===== src/rtl/tx_pkg.sv =====
// Shared definitions for the serial transmit path: FSM encodings, default byte width
// and the baud-counter width helper used by the tx controller, tx counter and arbiter.
package tx_pkg;

  localparam logic [1:0] ST_IDLE = 2'd0;
  localparam logic [1:0] ST_LOAD = 2'd1;
  localparam logic [1:0] ST_WAIT = 2'd2;
  localparam logic [1:0] ST_GAP  = 2'd3;

  typedef enum logic [1:0] {
    IDLE = ST_IDLE,
    LOAD = ST_LOAD,
    WAIT = ST_WAIT,
    GAP  = ST_GAP
  } tx_state_t;

  localparam int unsigned DW_DEFAULT = 8;

  // Width of a saturating counter that must reach the larger of two terminal counts.
  function automatic int unsigned cnt_width(input int unsigned a, input int unsigned b);
    int unsigned m;
    m = (a > b) ? a : b;
    return (m == 0) ? 1 : $clog2(m + 1);
  endfunction

endpackage


===== src/rtl/rr_arbiter.sv =====
// Combinational round-robin pick: first asserted request strictly after ptr, wrapping.
// Reusable for any requester count; no state is kept here.
module rr_arbiter #(
  parameter int unsigned N  = 4,
  parameter int unsigned IW = (N > 1) ? $clog2(N) : 1
) (
  input  logic [N-1:0]  req,
  input  logic [IW-1:0] ptr,
  output logic [N-1:0]  gnt_c,
  output logic [IW-1:0] idx_c,
  output logic          valid_c
);

  always_comb begin
    gnt_c   = '0;
    idx_c   = '0;
    valid_c = 1'b0;
    for (int unsigned k = 1; k <= N; k++) begin
      int unsigned   pos;
      logic [IW-1:0] sel;
      pos = 32'(ptr) + k;
      if (pos >= N) pos = pos - N;
      sel = IW'(pos);
      if (!valid_c && req[sel]) begin
        valid_c    = 1'b1;
        idx_c      = sel;
        gnt_c[sel] = 1'b1;
      end
    end
  end

endmodule


===== src/rtl/tx_arbiter.sv =====
// Round-robin owner of the shared serial transmit path: latches the winner's byte,
// strobes the tx controller, waits for frame done (with watchdog) and enforces a baud gap.
module tx_arbiter
  import tx_pkg::*;
#(
  parameter int unsigned NREQ          = 4,
  parameter int unsigned DW            = DW_DEFAULT,
  parameter int unsigned GAP_BAUDS     = 2,
  parameter int unsigned TIMEOUT_BAUDS = 16
) (
  input  logic               clock,
  input  logic               reset,
  input  logic               baud,
  input  logic [NREQ-1:0]    req,
  input  logic [NREQ*DW-1:0] data_in,
  input  logic               tx_done,
  output logic               tx_pulse,
  output logic [DW-1:0]      tx_data,
  output logic [NREQ-1:0]    grant,
  output logic [NREQ-1:0]    ack,
  output logic               busy,
  output logic               timeout
);

  localparam int unsigned   IW          = $clog2(NREQ);
  localparam int unsigned   CW          = cnt_width(GAP_BAUDS, TIMEOUT_BAUDS);
  localparam logic [CW-1:0] GAP_LAST    = CW'(GAP_BAUDS - 1);
  localparam logic [CW-1:0] TMO_LAST    = CW'(TIMEOUT_BAUDS - 1);
  localparam tx_state_t     AFTER_FRAME = (GAP_BAUDS > 0) ? GAP : IDLE;

  tx_state_t       state_q, state_d;
  logic [CW-1:0]   cnt_q, cnt_d;
  logic [IW-1:0]   ptr_q, ptr_d;
  logic            tx_pulse_d, busy_d, timeout_d;
  logic [DW-1:0]   tx_data_d;
  logic [NREQ-1:0] grant_d, ack_d;

  logic [NREQ-1:0] pick_gnt_c;
  logic [IW-1:0]   pick_idx_c;
  logic            pick_valid_c;
  logic [DW-1:0]   pick_data_c;

  rr_arbiter #(
    .N  (NREQ),
    .IW (IW)
  ) u_rr (
    .req     (req),
    .ptr     (ptr_q),
    .gnt_c   (pick_gnt_c),
    .idx_c   (pick_idx_c),
    .valid_c (pick_valid_c)
  );

  // One-hot AND-OR mux of the winner's byte.
  always_comb begin
    pick_data_c = '0;
    for (int unsigned i = 0; i < NREQ; i++) begin
      if (pick_gnt_c[i]) pick_data_c = pick_data_c | data_in[i*DW +: DW];
    end
  end

  always_comb begin
    state_d    = state_q;
    ptr_d      = ptr_q;
    tx_data_d  = tx_data;
    grant_d    = grant;
    ack_d      = '0;
    tx_pulse_d = 1'b0;
    timeout_d  = 1'b0;
    cnt_d      = cnt_q;
    if (baud && (cnt_q != '1)) cnt_d = cnt_q + CW'(1);

    case (state_q)
      IDLE: begin
        if (pick_valid_c) begin
          state_d    = LOAD;
          ptr_d      = pick_idx_c;
          tx_data_d  = pick_data_c;
          grant_d    = pick_gnt_c;
          ack_d      = pick_gnt_c;
          tx_pulse_d = 1'b1;
        end
      end
      LOAD: state_d = WAIT;
      WAIT: begin
        // A done arriving with the final watchdog tick completes the frame normally.
        if (tx_done) begin
          state_d = AFTER_FRAME;
        end else if (baud && (cnt_q == TMO_LAST)) begin
          state_d   = AFTER_FRAME;
          timeout_d = 1'b1;
        end
      end
      GAP: begin
        if (baud && (cnt_q == GAP_LAST)) state_d = IDLE;
      end
      default: state_d = IDLE;
    endcase

    // Counter restarts on every state entry, so the tick at the entry edge is dropped.
    if (state_d != state_q) cnt_d = '0;
    if ((state_d == IDLE) || (state_d == GAP)) grant_d = '0;
    busy_d = (state_d != IDLE);
  end

  always_ff @(posedge clock) begin
    if (!reset) begin
      state_q  <= IDLE;
      cnt_q    <= '0;
      ptr_q    <= IW'(NREQ - 1);
      tx_pulse <= 1'b0;
      tx_data  <= '0;
      grant    <= '0;
      ack      <= '0;
      busy     <= 1'b0;
      timeout  <= 1'b0;
    end else begin
      state_q  <= state_d;
      cnt_q    <= cnt_d;
      ptr_q    <= ptr_d;
      tx_pulse <= tx_pulse_d;
      tx_data  <= tx_data_d;
      grant    <= grant_d;
      ack      <= ack_d;
      busy     <= busy_d;
      timeout  <= timeout_d;
    end
  end

endmodule


===== config.mk =====
export PLATFORM = sky130hd
export DESIGN_NAME = tx_arbiter
export DESIGN_NICKNAME = d
export VERILOG_FILES = /design/src/rtl/tx_pkg.sv /design/src/rtl/rr_arbiter.sv /design/src/rtl/tx_arbiter.sv
export SDC_FILE = /design/constraint.sdc
export NUM_CORES = 1
export LEC_CHECK = 0
export ABC_AREA = 1
export CORE_AREA = 2 2 66 68
export CTS_CLUSTER_SIZE = 25
export DETAILED_ROUTE_END_ITERATION = 10
export DIE_AREA = 0 0 68 70
export PLACE_DENSITY = 0.85
export SLEW_MARGIN = 40
export SYNTH_ARGS = -nofsm -noshare
export SYNTH_HDL_FRONTEND = slang
export SYNTH_SLANG_ARGS = --single-unit
export TNS_END_PERCENT = 100

===== constraint.sdc =====
create_clock -name clock -period 3.1 [get_ports clock]
set_input_delay 0.62 -clock clock [delete_from_list [all_inputs] [get_ports clock]]
set_output_delay 0.62 -clock clock [all_outputs]
set_load 0.01 [all_outputs]

==> results of run 1 <==
## synth_stat cells, drive strengths merged
cell     n
xor2     2
nand4    6
clkbuf   1
xnor2    1
o21ai   18
o21bai   1
nand2   80
a22oi    1
nor2    31
o211ai   2
and3     1
nor3     1
buf      2
nor4     1
ha      12
a21boi   3
a21oi   10
nand3   22
inv     28
dfxtp   28
## worst paths after layout
| path | from | endpoint | slack [ns] | cells after the start |
|---|---|---|---|---|
| max reg2reg | ptr_q[0]$_SDFFE_PN1P_ | grant[3]$_SDFFE_PP0P_ | 0.35 | 17 |
| min | tx_data[3]$_SDFFE_PN0P_ | tx_data[3]$_SDFFE_PN0P_ | 0.52 | 2 |
| max | ptr_q[0]$_SDFFE_PN1P_ | grant[3]$_SDFFE_PP0P_ | 0.35 | 17 |
| min reg2reg | tx_data[3]$_SDFFE_PN0P_ | tx_data[3]$_SDFFE_PN0P_ | 0.52 | 2 |
## worst min-delay path: stages, from the launching register on
cell	delay [ns]
dfxtp_1	0.34
o21ai_1	0.07
nor2_1	0.09
## logic make-up after synthesis
| group | share of synthesized area, % |
|---|---|
| adder cells (fa/ha/maj) | 8.43 |
| AO/OA/AOI/OAI | 11.7 |
| XOR/XNOR | 1.48 |
| buffers and inverters | 7.17 |
| flip-flops | 31.5 |
| AND/OR/NAND/NOR | 39.7 |
## final cells by class
class | count | share of cell area (%)
well taps | 52 | 2.65
multi-input cells | 192 | 44.5
flip-flops and latches | 28 | 22.9
repair buffers | 59 | 24.0
inverters | 28 | 4.29
clock buffers | 3 | 1.68
## routing by layer
metal  track usage [%]  up-vias
li1                  -      929
met1              23.1      799
met2              30.9       40
met3              3.70        8
met4              6.00        0
met5                 0        -
## registers in the layout (all words and copies together) (netlist names), 2 cells and up
register and count:
tx_data 8, state_q 2, ptr_q 2, grant 4, cnt_q 5, ack 4
## power breakdown
part	switching (mW)	internal (mW)
Sequential	0.0725	0.473
Clock	0.108	0.0872
Combinational	0.971	0.604
## cells in the final DEF (no fill, tap or decap), drive strengths merged, types with 3 or more instances in the layout
master	synthesis	routed
a21boi	3	3
ha	12	12
inv	28	28
dfxtp	28	28
a21oi	10	10
nand2	80	80
clkdlybuf4s50	0	58
nor2	31	31
nand4	6	6
nand3	22	22
o21ai	18	18
clkbuf	1	3
## stage by stage
step           setup WS [ns]  hold slack [ns]  cell area (µm²)  util, %  std cells
3_3_place_gp           0.442            0.495             2410     58.2        359
6_report               0.353            0.521             2450     59.2        362
4_1_cts                0.323            0.525             2450     59.2        362
2_1_floorplan          0.687            0.509             1780        -        251
5_1_grt               0.0958            0.548             2450     59.2        362
3_5_place_dp           0.357            0.504             2410     58.2        359
==> reports/results.ini, run 1 <==
[clocking]
cts_buffers=3
clk_pin_slew_ns=0.09
htree_levels=1
clk_latency_ns=0.27
hold_buffers=0
cts_sinks=28
cts_tree=built
post_cts_resized=0
clockBufferDepth=2
cts_setup_buffers=0
cts-root-buf=clkbuf_8

[synthesis]
synth_top_area_share_pct=31.5
synth.area.top_cells=dfxtp_1 (31%), nand2_1 (15%), ha_1 (8.4%), nor2_1 (5.9%), inv_1 (5.7%)
synth_cell_types=31
yosysWarningCount=0
synth_seq_cells=28
syn-num-nets=303
yosysTopAreaCell=dfxtp_1
avgSynthCellArea_um2=7.09
syn_area_um2=1780
synthCells=251
ys_seq_area_share_pct=31.5

[placement]
io_buffer_count=58
hpwlAfterDp_mm=3.17
place_congestion=0.845

[cells_and_area]
area_delta_synth_final_pct=37.7
final_nets=364
multi_input_area_um2=1090
drive_gt1_share_pct=9.68
fillers=404
antenna_cells=0
ff_latch_area_um2=561

[drt]
met1_length_mm=1.83
drc_errors=0
wl_mm=4.19
wl_per_cell_um=11.6
drtIter0Drc=158
vias_per_cell=4.91
firstDrtPassIters=4
via_count=1776
ant_nets=0
routed.top_layer=met4
route.met3.wl_um=199
route.met2.wl_mm=2.09

[sta]
finClkSkew_ns=0.00596
fin_crit_ns=2.75
slew_violations=0
slew_headroom_pct=64.9
max_clock_freq_mhz=364
setup-tns-final_ns=0
post-route-period-util_pct=88.6
setup_viol_count_final=0
worst_pin_slew_ns=0.525
rsz0062_at_grt=false
final_hold_viol_count=0

[grt]
grt_pass1_vias=1625
grt_overflow=0
track_usage_pct=18.4
antenna_found_initial=0
grt_max_degree=26
grt_pass1_wl_mm=6.94

[power]
p_per_area_nw_per_um2=945
leakage_nw=1.14
power_mw=2.32
peakVddDrop_mv=0.543

[setup_path]
critPathBufInv=4
critPathArrivalTime_ns=2.91
crit_path_end_kind=register
critical_path.top_delay_family=simple AND/OR/NAND/NOR gates
required_ns=3.26
crit_path_cell_trace=inv_2 > ha_1 > inv_1 > nand3_2 > nand2_4 > nor2_8 > nand2_2 > nand2_4 > nand2_4 > nor2_2 > o21ai_0 > inv_1 > ha_1 > nand2_1 > inv_1 > o21ai_1 > a21oi_1
slowest_delay_ns=0.51
slowest_stage=dfxtp_1
path_class=reg -> reg
worstPathMaxFanout=11
start_kind=register

[floorplanning]
rows=24
core_um2=4140
fp.dieW_um=68
design.die.area_um2=4760
start_util_pct=43.0
num_io_pins=59
die_h_um=70

[status]
status=completed

[run]
drv_cap=0

[worst_hold_path]
hold_class=reg -> reg

Power figures use the tool's default switching activity.
==> run 2: changes to the inputs <==
Settings changed: MAX_ROUTING_LAYER set to met4.
==> reports/results.ini, run 2 (synthesis results as in run 1) <==
[status]
status=completed

[grt]
grt_pass1_vias=1624
grt_max_degree=26
grt_pass1_wl_mm=6.95
antenna_found_initial=0
track_usage_pct=18.9
grt_overflow=0

[drt]
drc_errors=0
firstDrtPassIters=5
wl_per_cell_um=11.7
drtIter0Drc=179
wl_mm=4.23
via_count=1793
vias_per_cell=4.95
ant_nets=0

[floorplanning]
rows=24
num_io_pins=59
core_um2=4140
design.die.area_um2=4760
die_h_um=70
fp.dieW_um=68
start_util_pct=43.0

[setup_path]
slowest_delay_ns=0.51
timing.rr.start=ptr_q[0]$_SDFFE_PN1P_
critical_path.top_delay_family=simple AND/OR/NAND/NOR gates
start_kind=register
crit_path_end_kind=register
crit_path_cell_trace=inv_2 > ha_1 > inv_1 > nand3_2 > nand2_4 > nor2_8 > nand2_2 > nand2_4 > nand2_4 > nor2_2 > o21ai_0 > inv_1 > ha_1 > nand2_1 > inv_1 > o21ai_1 > a21oi_1
slowest_stage=dfxtp_1
worstPathMaxFanout=11
path_class=reg -> reg
critPathArrivalTime_ns=2.93
critPathBufInv=4
required_ns=3.26
critical_path.startpoint=ptr_q[0]$_SDFFE_PN1P_

[cells_and_area]
largest-register=tx_data
largest_registers=tx_data x8, cnt_q x5
final_util_pct=59.2
area_delta_synth_final_pct=37.7
drive_gt1_share_pct=9.68
largest_reg_flops=8
fin_cells=362
final_nets=364
layout_common_cells=nand2_1 (70), clkdlybuf4s50_1 (58), nor2_1 (28), dfxtp_1 (28), inv_1 (27)
final_common_cell=nand2_1
antenna_cells=0

[sta]
fin_crit_ns=2.77
slew_violations=0
final_hold_viol_count=0
setup_viol_count_final=0
slew_headroom_pct=64.1
worst_pin_slew_ns=0.537
max_clock_freq_mhz=362
post-route-period-util_pct=89.2
rsz0062_at_grt=false
finClkSkew_ns=0.00537
setup-tns-final_ns=0

[power]
p_per_area_nw_per_um2=946
peakVddDrop_mv=0.544
p_seq_share_pct=23.5
p_int_mw=1.16
power.switching_mw=1.16
leakage_nw=1.14
combPwrFrac_pct=68.0
power_frac_clock_pct=8.4
swShare_pct=49.8

[clocking]
clk_latency_ns=0.27
clk_pin_slew_ns=0.09
cts_setup_buffers=0
cts_tree=built
htree_levels=1
hold_buffers=0
cts-root-buf=clkbuf_8
cts_buffers=3
post_cts_resized=0
clockBufferDepth=2
cts_sinks=28

[placement]
hpwlAfterDp_mm=3.17
place_congestion=0.858
io_buffer_count=58
place_inst=359

[worst_hold_path]
hold_class=reg -> reg
hp-start=tx_data[3]$_SDFFE_PN0P_

[run]
drv_cap=0

## run 2: per-stage QoR
stage | hold WS (ns) | power (mW) | worst slack [ns] | instance area (µm²)
detailed placement | 0.504 | 2.12 | 0.357 | 2410
global route | 0.548 | 2.54 | 0.0958 | 2450
floorplan | 0.509 | 1.70 | 0.687 | 1780
global placement | 0.495 | 2.09 | 0.442 | 2410
CTS | 0.525 | 2.33 | 0.323 | 2450
finish | 0.522 | 2.32 | 0.335 | 2450
## run 2: worst paths after layout
path,endpoint,slack [ns],depth (start not counted)
min,tx_data[3]$_SDFFE_PN0P_,0.52,2
max reg2reg,grant[3]$_SDFFE_PP0P_,0.33,17
max,grant[3]$_SDFFE_PP0P_,0.33,17
min reg2reg,tx_data[3]$_SDFFE_PN0P_,0.52,2
## run 2: metal layers
metal / part of all wire (%) / vias up / GRT usage (%)
li1: - / 933 / -
met1: 45 / 804 / 23.5
met2: 50 / 48 / 30.9
met3: 3.9 / 8 / 3.06
met4: 1.6 / 0 / 6.00
met5: 0 / - / -
## run 2: power groups by stage
stage,logic [mW],clock network [mW],registers [mW]
2_1_floorplan,1.12,0,0.581
3_3_place_gp,1.53,0,0.551
3_5_place_dp,1.57,0,0.553
4_1_cts,1.59,0.202,0.545
5_1_grt,1.77,0.214,0.562
6_report,1.58,0.196,0.546
## run 2: layout make-up
type / count / area, µm²
fillers: 404 / 1690
flip-flops and latches: 28 / 561
multi-input cells: 192 / 1090
well taps: 52 / 65.1
repair buffers: 59 / 588
clock buffers: 3 / 41.3
inverters: 28 / 105
## run 2: worst min-delay path: cells and delay by family (launching register included)
kind | cells | cell delay (ns)
simple gates | 1 | 0.09
compound gates | 1 | 0.07
flops | 1 | 0.34
